### config.mk
export PLATFORM = sky130hd
export DESIGN_NAME = multicycle_controller
export DESIGN_NICKNAME = d
export VERILOG_FILES = /design/src/rtl/riscv_ctrl_pkg.sv /design/src/rtl/alu_decoder.sv /design/src/rtl/multicycle_controller.sv
export SDC_FILE = /design/constraint.sdc
export NUM_CORES = 1
export LEC_CHECK = 0
export ABC_AREA = 1
export BUFFER_PORTS_ARGS = -buffer_cell sky130_fd_sc_hd__buf_4
export CORE_MARGIN = 4
export CORE_UTILIZATION = 54
export CTS_CLUSTER_DIAMETER = 150
export CTS_CLUSTER_SIZE = 10
export DETAILED_ROUTE_END_ITERATION = 8
export GPL_ROUTABILITY_DRIVEN = 0
export GPL_TIMING_DRIVEN = 1
export HOLD_SLACK_MARGIN = 0.15
export PLACE_DENSITY = 0.85
export SETUP_SLACK_MARGIN = 0.1
export SYNTH_ARGS = -nofsm -noshare
export SYNTH_HDL_FRONTEND = slang
export SYNTH_SLANG_ARGS = --single-unit
### constraint.sdc
create_clock -name clk -period 4.4 [get_ports clk]
set_input_delay 0.44 -clock clk [delete_from_list [all_inputs] [get_ports clk]]
set_output_delay 0.44 -clock clk [all_outputs]
set_load 0.005 [all_outputs]
### src/rtl/riscv_ctrl_pkg.sv
// Shared encodings for the multi-cycle RV32I control path: FSM states, opcodes
// and the select/control codes consumed by Sign_extention and the datapath.
package riscv_ctrl_pkg;

   typedef enum logic [3:0] {
      FETCH    = 4'd0,
      DECODE   = 4'd1,
      MEMADR   = 4'd2,
      MEMREAD  = 4'd3,
      MEMWRITE = 4'd4,
      MEMWB    = 4'd5,
      EXECR    = 4'd6,
      EXECI    = 4'd7,
      ALUWB    = 4'd8,
      BRANCH   = 4'd9,
      JAL      = 4'd10,
      ERROR    = 4'd11
   } state_t;

   localparam logic [6:0] OP_LW     = 7'b0000011;
   localparam logic [6:0] OP_SW     = 7'b0100011;
   localparam logic [6:0] OP_RTYPE  = 7'b0110011;
   localparam logic [6:0] OP_ITYPE  = 7'b0010011;
   localparam logic [6:0] OP_JAL    = 7'b1101111;
   localparam logic [6:0] OP_BRANCH = 7'b1100011;

   localparam logic [1:0] IMM_I = 2'b00;
   localparam logic [1:0] IMM_S = 2'b01;
   localparam logic [1:0] IMM_B = 2'b10;
   localparam logic [1:0] IMM_J = 2'b11;

   localparam logic [2:0] ALU_ADD = 3'b000;
   localparam logic [2:0] ALU_SUB = 3'b001;
   localparam logic [2:0] ALU_AND = 3'b010;
   localparam logic [2:0] ALU_OR  = 3'b011;
   localparam logic [2:0] ALU_SLT = 3'b101;

   localparam logic [1:0] RES_ALUOUT    = 2'b00;
   localparam logic [1:0] RES_DATA      = 2'b01;
   localparam logic [1:0] RES_ALURESULT = 2'b10;

   localparam logic [1:0] SRCA_PC    = 2'b00;
   localparam logic [1:0] SRCA_OLDPC = 2'b01;
   localparam logic [1:0] SRCA_RD1   = 2'b10;

   localparam logic [1:0] SRCB_RD2  = 2'b00;
   localparam logic [1:0] SRCB_IMM  = 2'b01;
   localparam logic [1:0] SRCB_FOUR = 2'b10;

   // ALUOp: what the FSM asks of alu_decoder
   localparam logic [1:0] ALUOP_ADD   = 2'b00;
   localparam logic [1:0] ALUOP_SUB   = 2'b01;
   localparam logic [1:0] ALUOP_FUNCT = 2'b10;

   function automatic logic is_mem_state(input state_t s);
      return (s == FETCH) || (s == MEMREAD) || (s == MEMWRITE);
   endfunction

endpackage

### src/rtl/alu_decoder.sv
// Combinational ALU control decode from ALUOp and instruction fields; flags
// funct3 values the core does not implement.
module alu_decoder (
   input  logic [1:0] alu_op,
   input  logic [2:0] funct3,
   input  logic       funct7b5,
   input  logic       op5,
   output logic [2:0] alu_control,
   output logic       funct_illegal
);
   import riscv_ctrl_pkg::*;

   always_comb begin
      alu_control   = ALU_ADD;
      funct_illegal = 1'b0;
      case (alu_op)
         ALUOP_ADD: alu_control = ALU_ADD;
         ALUOP_SUB: alu_control = ALU_SUB;
         ALUOP_FUNCT: begin
            case (funct3)
               // op5 separates R-type from I-type; addi never subtracts
               3'b000:  alu_control = (op5 && funct7b5) ? ALU_SUB : ALU_ADD;
               3'b010:  alu_control = ALU_SLT;
               3'b110:  alu_control = ALU_OR;
               3'b111:  alu_control = ALU_AND;
               default: funct_illegal = 1'b1;
            endcase
         end
         default: alu_control = ALU_ADD;
      endcase
   end

endmodule

### src/rtl/multicycle_controller.sv
// Control FSM for the multi-cycle RV32I core: sequences shared ALU, register
// file and unified memory, with illegal-opcode and memory-timeout detection.
module multicycle_controller #(
   parameter int MEM_TIMEOUT = 16
) (
   input  logic       clk,
   input  logic       rst_n,
   input  logic [6:0] op,
   input  logic [2:0] funct3,
   input  logic       funct7b5,
   input  logic       Zero,
   input  logic       MemReady,
   output logic       PCWrite,
   output logic       AdrSrc,
   output logic       MemWrite,
   output logic       MemReq,
   output logic       IRWrite,
   output logic       RegWrite,
   output logic [1:0] ResultSrc,
   output logic [1:0] ALUSrcA,
   output logic [1:0] ALUSrcB,
   output logic [2:0] ALUControl,
   output logic [1:0] ImmSrc,
   output logic       IllegalInstr,
   output logic       Error,
   output logic [3:0] dbg_state
);
   import riscv_ctrl_pkg::*;

   localparam int CW = $clog2(MEM_TIMEOUT + 1);

   state_t         state, state_next;
   logic [CW-1:0]  tmo_cnt;
   logic           error_q;

   logic [1:0] alu_op;
   logic [2:0] alu_control_dec;
   logic       funct_illegal;

   logic       pc_update, branch, branch_taken, mem_wait, tmo_hit;
   logic       adr_c, mw_c, mr_c, irw_c, rw_c, ill_c;
   logic [1:0] rs_c, sa_c, sb_c, imm_c;

   alu_decoder u_alu_decoder (
      .alu_op        (alu_op),
      .funct3        (funct3),
      .funct7b5      (funct7b5),
      .op5           (op[5]),
      .alu_control   (alu_control_dec),
      .funct_illegal (funct_illegal)
   );

   // Memory handshake: MemReq is held high for the whole memory state and the
   // access completes on the cycle MemReady is sampled high; MemReady is a
   // don't-care in every other state.
   assign mem_wait = is_mem_state(state) && !MemReady;
   assign tmo_hit  = mem_wait && (tmo_cnt == CW'(MEM_TIMEOUT - 1));

   always_comb begin
      branch_taken = 1'b0;
      if (funct3 == 3'b000)      branch_taken = Zero;
      else if (funct3 == 3'b001) branch_taken = !Zero;
   end

   always_ff @(posedge clk or negedge rst_n) begin
      if (!rst_n) state <= FETCH;
      else        state <= state_next;
   end

   // Clearing on any state change covers entry into every memory state
   always_ff @(posedge clk or negedge rst_n) begin
      if (!rst_n)                   tmo_cnt <= '0;
      else if (state_next != state) tmo_cnt <= '0;
      else if (mem_wait)            tmo_cnt <= tmo_cnt + CW'(1);
   end

   always_ff @(posedge clk or negedge rst_n) begin
      if (!rst_n)                   error_q <= 1'b0;
      else if (state_next == ERROR) error_q <= 1'b1;
   end

   always_comb begin
      state_next = state;
      pc_update  = 1'b0;
      branch     = 1'b0;
      adr_c      = 1'b0;
      mw_c       = 1'b0;
      mr_c       = 1'b0;
      irw_c      = 1'b0;
      rw_c       = 1'b0;
      ill_c      = 1'b0;
      rs_c       = RES_ALUOUT;
      sa_c       = SRCA_PC;
      sb_c       = SRCB_RD2;
      imm_c      = IMM_I;
      alu_op     = ALUOP_ADD;
      case (state)
         FETCH: begin
            mr_c = 1'b1;
            sa_c = SRCA_PC;
            sb_c = SRCB_FOUR;
            rs_c = RES_ALURESULT;
            if (MemReady) begin
               irw_c      = 1'b1;
               pc_update  = 1'b1;
               state_next = DECODE;
            end else if (tmo_hit) begin
               state_next = ERROR;
            end
         end
         DECODE: begin
            // Branch target is precomputed here into ALUOut
            sa_c  = SRCA_OLDPC;
            sb_c  = SRCB_IMM;
            imm_c = IMM_B;
            case (op)
               OP_LW, OP_SW: state_next = MEMADR;
               OP_RTYPE:     state_next = EXECR;
               OP_ITYPE:     state_next = EXECI;
               OP_JAL:       state_next = JAL;
               OP_BRANCH:    state_next = BRANCH;
               default: begin
                  ill_c      = 1'b1;
                  state_next = FETCH;
               end
            endcase
         end
         MEMADR: begin
            sa_c       = SRCA_RD1;
            sb_c       = SRCB_IMM;
            imm_c      = op[5] ? IMM_S : IMM_I;
            state_next = op[5] ? MEMWRITE : MEMREAD;
         end
         MEMREAD: begin
            mr_c  = 1'b1;
            adr_c = 1'b1;
            if (MemReady)     state_next = MEMWB;
            else if (tmo_hit) state_next = ERROR;
         end
         MEMWRITE: begin
            mr_c  = 1'b1;
            mw_c  = 1'b1;
            adr_c = 1'b1;
            if (MemReady)     state_next = FETCH;
            else if (tmo_hit) state_next = ERROR;
         end
         MEMWB: begin
            rs_c       = RES_DATA;
            rw_c       = 1'b1;
            state_next = FETCH;
         end
         EXECR, EXECI: begin
            sa_c   = SRCA_RD1;
            sb_c   = (state == EXECI) ? SRCB_IMM : SRCB_RD2;
            imm_c  = IMM_I;
            alu_op = ALUOP_FUNCT;
            if (funct_illegal) begin
               ill_c      = 1'b1;
               state_next = FETCH;
            end else begin
               state_next = ALUWB;
            end
         end
         ALUWB: begin
            rs_c       = RES_ALUOUT;
            rw_c       = 1'b1;
            state_next = FETCH;
         end
         BRANCH: begin
            sa_c       = SRCA_RD1;
            sb_c       = SRCB_RD2;
            alu_op     = ALUOP_SUB;
            rs_c       = RES_ALUOUT;
            branch     = 1'b1;
            state_next = FETCH;
         end
         JAL: begin
            // PC takes the DECODE target from ALUOut while ALU forms OldPC+4 for rd
            sa_c       = SRCA_OLDPC;
            sb_c       = SRCB_FOUR;
            rs_c       = RES_ALUOUT;
            pc_update  = 1'b1;
            state_next = ALUWB;
         end
         ERROR:   state_next = ERROR;
         default: state_next = FETCH;
      endcase
   end

   // Reset gates outputs combinationally so no enable glitches while rst_n is low
   assign PCWrite      = rst_n && (pc_update || (branch && branch_taken));
   assign AdrSrc       = rst_n && adr_c;
   assign MemWrite     = rst_n && mw_c;
   assign MemReq       = rst_n && mr_c;
   assign IRWrite      = rst_n && irw_c;
   assign RegWrite     = rst_n && rw_c;
   assign IllegalInstr = rst_n && ill_c;
   assign ResultSrc    = rst_n ? rs_c : 2'b00;
   assign ALUSrcA      = rst_n ? sa_c : 2'b00;
   assign ALUSrcB      = rst_n ? sb_c : 2'b00;
   assign ImmSrc       = rst_n ? imm_c : 2'b00;
   assign ALUControl   = rst_n ? alu_control_dec : 3'b000;
   assign Error        = error_q;
   assign dbg_state    = state;

endmodule

==> results.toml, run 1 <==
[run_status]
status = "finished clean"

[setup_path]
critPathMaxStageDelay_ps = 560
cp_data_arrival_time_ps = 2050
cp.required_ps = 3960
slowest_stage = "dlygate4sd3_1"
path_class = "input pin to output port"
end_kind = "output port"
path_max_fanout = 16
start_kind = "input pin"
path_cells = "dlygate4sd3_1, buf_4, inv_1, nor2_1, inv_1, o21ai_0, buf_4"

[logic_synthesis]
synthCells = 171
synth_seq_cells = 10
synth.largest_area_cell = "dfrtp_1"
synthArstFlopShare_pct = 100
synth_ff_type = "dfrtp_1"
synth_edf_count = 0
syn-num-nets = 190
avgSynthCellArea_um2 = 6.63
synth_area_um2 = 1130
synth_cell_types = 31
seq_area_frac_synth_pct = 22.1
yosys_warnings = 0
yosysTopAreaCellShare_pct = 22.1
synthTopCellsByArea = "dfrtp_1 22%, nand2_1 11%, inv_1 8.6%"

[layout]
nFillCells = 161
nets = 232
fin_cells = 239
drive_gt1_share_pct = 35.8
syn2layout_area_growth_pct = 31.2
diodes = 0
design_area_um2 = 1490

[clock_network]
cts_setup_buffers = 0
clk-insertion-delay-late_ps = 270
clkSlewWorstSetupHoldPaths_ps = 60
cts_hold_buf = 1
numCtsBuffers = 3
postCtsResizedCells = 0
htreeDepth = 1
clock_path_buffers = 2
cts_tree = "done"
cts-root-buf = "clkbuf_4"
clock-sinks = 10

[floorplanning]
die_y_um = 53.8
ioPinCount = 38
num_rows = 16
dieArea_um2 = 2900
start_util_pct = 57.2
die_w_um = 53.8
coreArea_um2 = 1980

[pwr]
ir_worst_vdd_uv = 226
p_leak_nw = 0.753
cellPowerDensity_nw_per_um2 = 135

[placed_design]
pre_cts_slack_ps = 2230
dpl-instance-area_um2 = 1440
dpl.cell_count = 234
port_buffers = 37
dpl.hpwl_mm = 2.44

[routing]
drtPass1Iterations = 4
vias_per_cell = 5.24
dr_wl_met2_mm = 1.42
finalWirelength_mm = 2.97
drc = 0
highest_layer = "met4"
detail-route-antenna-nets = 0
wl_met3_um = 214
drt-initial-drc-count = 33
wl_met1_mm = 1.30
vias = 1253
wl_per_cell_um = 12.4

[job]
maxCapViolCount = 0

[timing]
worstMarginPinSlew_ps = 423
slew_violations = 0
fmax_mhz = 401
rsz0062_at_grt = "no"
slew_headroom_pct = 71.8
finalSetupViolCount = 0
hold_viol = 0
fin_tns_setup_ps = 0
min_period_ps = 2490
final.setup.worst_slack_ps = 1910
hold-worst-slack_ps = 487
finalCritPeriodShare_pct = 56.6
skew_ps = 6.63

[global_route]
grt-ovfl-total = 0
grtUsageTotal_pct = 24.1
grt_max_degree = 17
antenna_found_initial = 0
grt_pass1_vias = 1226
grt_pass1_wl_mm = 5.22

[worst_hold_path]
min_path_type = "flop to flop"
-- registers in the layout (all words and copies together), names as in the netlist --
name and cells:
dbg_state 4, Error 1, tmo_cnt 5
-- synth_stat cells (all sizes together), types with 2 or more instances --
master,instances
inv,31
nor3,2
nor2,30
nand3,11
o21ai,6
nand4,8
ha,4
a21oi,9
xor2,4
nand2,46
dfrtp,10
-- worst max-delay path: cells and delay by family --
| kind | cells | cell delay (ps) |
|---|---|---|
| AOI/OAI and AO/OA | 1 | 90 |
| and+or+nand+nor | 1 | 150 |
| buffers and inverters | 5 | 1370 |
-- layer usage --
layer  vias to the layer above  track usage (%)
met4                         0             4.26
met5                         -                0
met2                        37             40.3
met3                         4             4.99
met1                       573             32.2
li1                        639                -
-- through the flow --
step | util, % | power (mW)
after floorplan | - | 0.103
after global placement | 72.7 | 0.118
final | 75.1 | 0.200
after detailed placement | 72.7 | 0.118
after CTS | 75.1 | 0.202
after global routing | 75.1 | 0.210
-- area by class of cell --
cell class | instances | area, um^2 | area share (%)
multi-input combinational | 128 | 757 | 50.9
timing repair buffer | 38 | 288 | 19.3
sequential | 10 | 250 | 16.8
inverter | 32 | 123 | 8.24
clock buffer | 4 | 36.3 | 2.44
tap | 27 | 33.8 | 2.27
-- layout by cell type, fill, tap and decap left out, types with 4 or more instances in the layout --
cell type,n
a21oi_1,8
buf_4,37
nand2_2,9
nor2_2,8
inv_2,4
xor2_1,4
ha_1,4
nor2_1,19
nand2_1,34
dfrtp_1,10
nand3_1,6
nand4_1,8
o21ai_0,5
inv_1,26
-- power breakdown --
| part | internal (mW) | switching (mW) | total, mW |
|---|---|---|---|
| Sequential | 0.0919 | 0 | 0.0919 |
| Clock | 0.0503 | 0.0325 | 0.0828 |
| Combinational | 0.0114 | 0.0141 | 0.0255 |
-- worst paths after layout --
path	to	slack [ps]	from	depth (start not counted)
worst max-delay path	ALUSrcA[0]	1910	rst_n	7
worst min-delay path	Error$_DFFE_PN0N_	490	Error$_DFFE_PN0N_	1
worst max register to register	tmo_cnt[0]$_DFFE_PN0P_	2210	dbg_state[1]$_DFF_PN0_	11
worst min register to register	Error$_DFFE_PN0N_	490	Error$_DFFE_PN0N_	1
max in group asynchronous	dbg_state[2]$_DFF_PN0_	3640	rst_n	2
min in group asynchronous	tmo_cnt[4]$_DFFE_PN0P_	590	rst_n	2
-- cells by family (layout without fill, tap and decap cells) --
family / count (synthesis) / in the layout / synth area share [%]
adders and majority gates: 4 / 4 / 4.42
DFF: 10 / 10 / 22.1
xor gates and xnor gates: 4 / 4 / 3.09
AOI/OAI and AO/OA: 21 / 21 / 10.9
and+or+nand+nor: 99 / 99 / 48.3
buffers and inverters: 33 / 74 / 11.1
(Power assumes the default switching activity.)
==> run 2, diff against run 1 <==
--- a/config.mk
+++ b/config.mk
@@ -8,14 +8,14 @@
 export ABC_AREA = 1
 export BUFFER_PORTS_ARGS = -buffer_cell sky130_fd_sc_hd__buf_4
 export CORE_MARGIN = 4
-export CORE_UTILIZATION = 54
+export CORE_UTILIZATION = 50
 export CTS_CLUSTER_DIAMETER = 150
 export CTS_CLUSTER_SIZE = 10
 export DETAILED_ROUTE_END_ITERATION = 8
 export GPL_ROUTABILITY_DRIVEN = 0
 export GPL_TIMING_DRIVEN = 1
 export HOLD_SLACK_MARGIN = 0.15
-export PLACE_DENSITY = 0.85
+export PLACE_DENSITY = 0.79
 export SETUP_SLACK_MARGIN = 0.1
 export SYNTH_ARGS = -nofsm -noshare
 export SYNTH_HDL_FRONTEND = slang
==> constraint.sdc (replaced) <==
create_clock -name clk -period 2.3 [get_ports clk]
set_input_delay 0.23 -clock clk [delete_from_list [all_inputs] [get_ports clk]]
set_output_delay 0.23 -clock clk [all_outputs]
set_load 0.005 [all_outputs]
==> run 2 against run 1 <==
  * Hold slack worse by 140 ps
  * Final cell count grew 0.84%
  * Sequential share of layout area is 0.086 points lower
  * Sequential power increased by 92%
  * Routed wire length decreased by 1.2%
  * Combinational power grew 89%
  * Highest routed layer unchanged
  * Critical path depth is 2 higher
  * Total power rose by 89%
  * First-iteration DRC count is 33% lower
==> results.toml, run 2 (synthesis results as in run 1) <==
[routing]
detail-route-antenna-nets = 0
finalWirelength_mm = 2.93
wl_per_cell_um = 12.2
vias_per_cell = 5.22
drt-initial-drc-count = 22
drtPass1Iterations = 4
drc = 0
vias = 1259

[floorplanning]
ioPinCount = 38
dieArea_um2 = 3090
num_rows = 16
die_y_um = 55.6
start_util_pct = 55.0
die_w_um = 55.6
coreArea_um2 = 2060

[layout]
max_flop_register = "tmo_cnt"
post-route-util_pct = 74.0
nFillCells = 170
design_area_um2 = 1530
seqCellArea_um2 = 255
nets = 234
diodes = 0
final_common_cell = "buf_4"
layout_common_cells = "39 x buf_4, 34 x nand2_1, 24 x inv_1"
multi_input_area_um2 = 774
syn2layout_area_growth_pct = 34.5
largest_reg_flops = 5
drive_gt1_share_pct = 40.7
fin_cells = 241

[clock_network]
clock_path_buffers = 2
htreeDepth = 1
clk-insertion-delay-late_ps = 260
clkSlewWorstSetupHoldPaths_ps = 60
clock-sinks = 10
numCtsBuffers = 3
cts-root-buf = "clkbuf_4"
cts_tree = "done"

[setup_path]
r2r-end = "tmo_cnt[4]$_DFFE_PN0P_"
critPathMaxStageDelay_ps = 450
reg2reg_depth = 14
worstReg2RegStart = "dbg_state[0]$_DFF_PN0_"
slowest_stage = "dfrtp_2"
cp_data_arrival_time_ps = 1870
path_max_fanout = 6
start_kind = "flop"
path_cells = "inv_2, nor2_2, inv_1, nor2_4, inv_1, ha_1, nand3_1, o32ai_1, buf_4"
cp.required_ps = 2070
path_class = "flop to output port"
cpMostUsedCell = "inv_1"
end_kind = "output port"
ff2ff_setup_slack_ps = 340

[run_status]
status = "finished clean"

[placed_design]
port_buffers = 37
dpl-instance-area_um2 = 1450
dpl.hpwl_mm = 2.45
dpl.cell_count = 235

[global_route]
grt_max_degree = 17
grt_pass1_vias = 1111
grt-ovfl-total = 0
grt_pass1_wl_mm = 4.93
antenna_found_initial = 0
grtUsageTotal_pct = 19.5

[pwr]
p_leak_nw = 0.754
power_mw = 0.378
ir_worst_vdd_uv = 393
cellPowerDensity_nw_per_um2 = 248

[job]
maxCapViolCount = 0

[timing]
fmax_mhz = 477
rsz0062_at_grt = "no"
fin_tns_setup_ps = 0
slew_violations = 0
slew_headroom_pct = 73.0
skew_ps = 4.95
finalCritPeriodShare_pct = 91.1
worstMarginPinSlew_ps = 404
min_period_ps = 2100
finalSetupViolCount = 0
hold_viol = 0

[worst_hold_path]
min_path_type = "input pin to asynchronous set/reset pin"
## run 2: changes by cell type in the layout (fill, tap and decap cells not counted)
cell | before | now
nor2_4 | 3 | 5
nor2_2 | 8 | 9
nor2_1 | 19 | 16
buf_4 | 37 | 39
dfrtp_2 | 0 | 4
inv_1 | 26 | 24
dfrtp_1 | 10 | 6
inv_2 | 4 | 6
## run 2: through the flow
stage	setup slack (ps)	hold WS [ps]
3_3_place_gp	230	77.6
4_1_cts	123	341
3_5_place_dp	126	83.7
6_report	204	343
2_1_floorplan	427	-65.6
5_1_grt	133	337
## run 2: cell type report
cell class                      count  area share [%]
Clock buffer                        4            2.38
Inverter                           32            8.04
Multi-Input combinational cell    128            50.8
Sequential cell                    10            16.7
Tap cell                           27            2.21
Timing Repair Buffer               40            19.9
## run 2: report_power, final
part / internal (mW) / total [mW] / switching (mW)
logic: 0.0219 / 0.0482 / 0.0264
registers: 0.176 / 0.176 / 0
clock network: 0.0960 / 0.154 / 0.0577
total: 0.294 / 0.378 / 0.0841
## run 2: what timing repair did
item                                    4_1_cts  5_1_grt
gates resized for setup                       3        8
endpoints found under the setup margin        5        9
hold buffers                                  1        0
setup buffers                                 0        1
hold endpoints to repair                     10        0
## run 2: how the worst max path moves through the flow
| stage | startpoint | endpoint | slack, ps | cells after the start |
|---|---|---|---|---|
| CTS | dbg_state[2]$_DFF_PN0_ | IllegalInstr | 120 | 8 |
| finish | dbg_state[0]$_DFF_PN0_ | IllegalInstr | 200 | 9 |
| global route | dbg_state[0]$_DFF_PN0_ | IllegalInstr | 130 | 9 |
| global placement | dbg_state[3]$_DFF_PN0_ | tmo_cnt[0]$_DFFE_PN0P_ | 230 | 14 |
| detailed placement | dbg_state[3]$_DFF_PN0_ | tmo_cnt[1]$_DFFE_PN0P_ | 130 | 14 |
| floorplan | dbg_state[3]$_DFF_PN0_ | tmo_cnt[0]$_DFFE_PN0P_ | 430 | 14 |
## run 2: worst max-delay path, delay by kind of cell, from the launching register on
family          cells  cell delay [ps]
flops               1              450
buf+inv             4              440
compound gates      1              320
simple gates        3              220
fa+ha+maj           1              180
## run 2: per-layer routing
metal | track usage (%) | share of wire (%)
met5 | 0 | 0
met4 | 3.82 | 0.48
met3 | 5.57 | 8.3
met1 | 24.8 | 42
met2 | 32.9 | 50
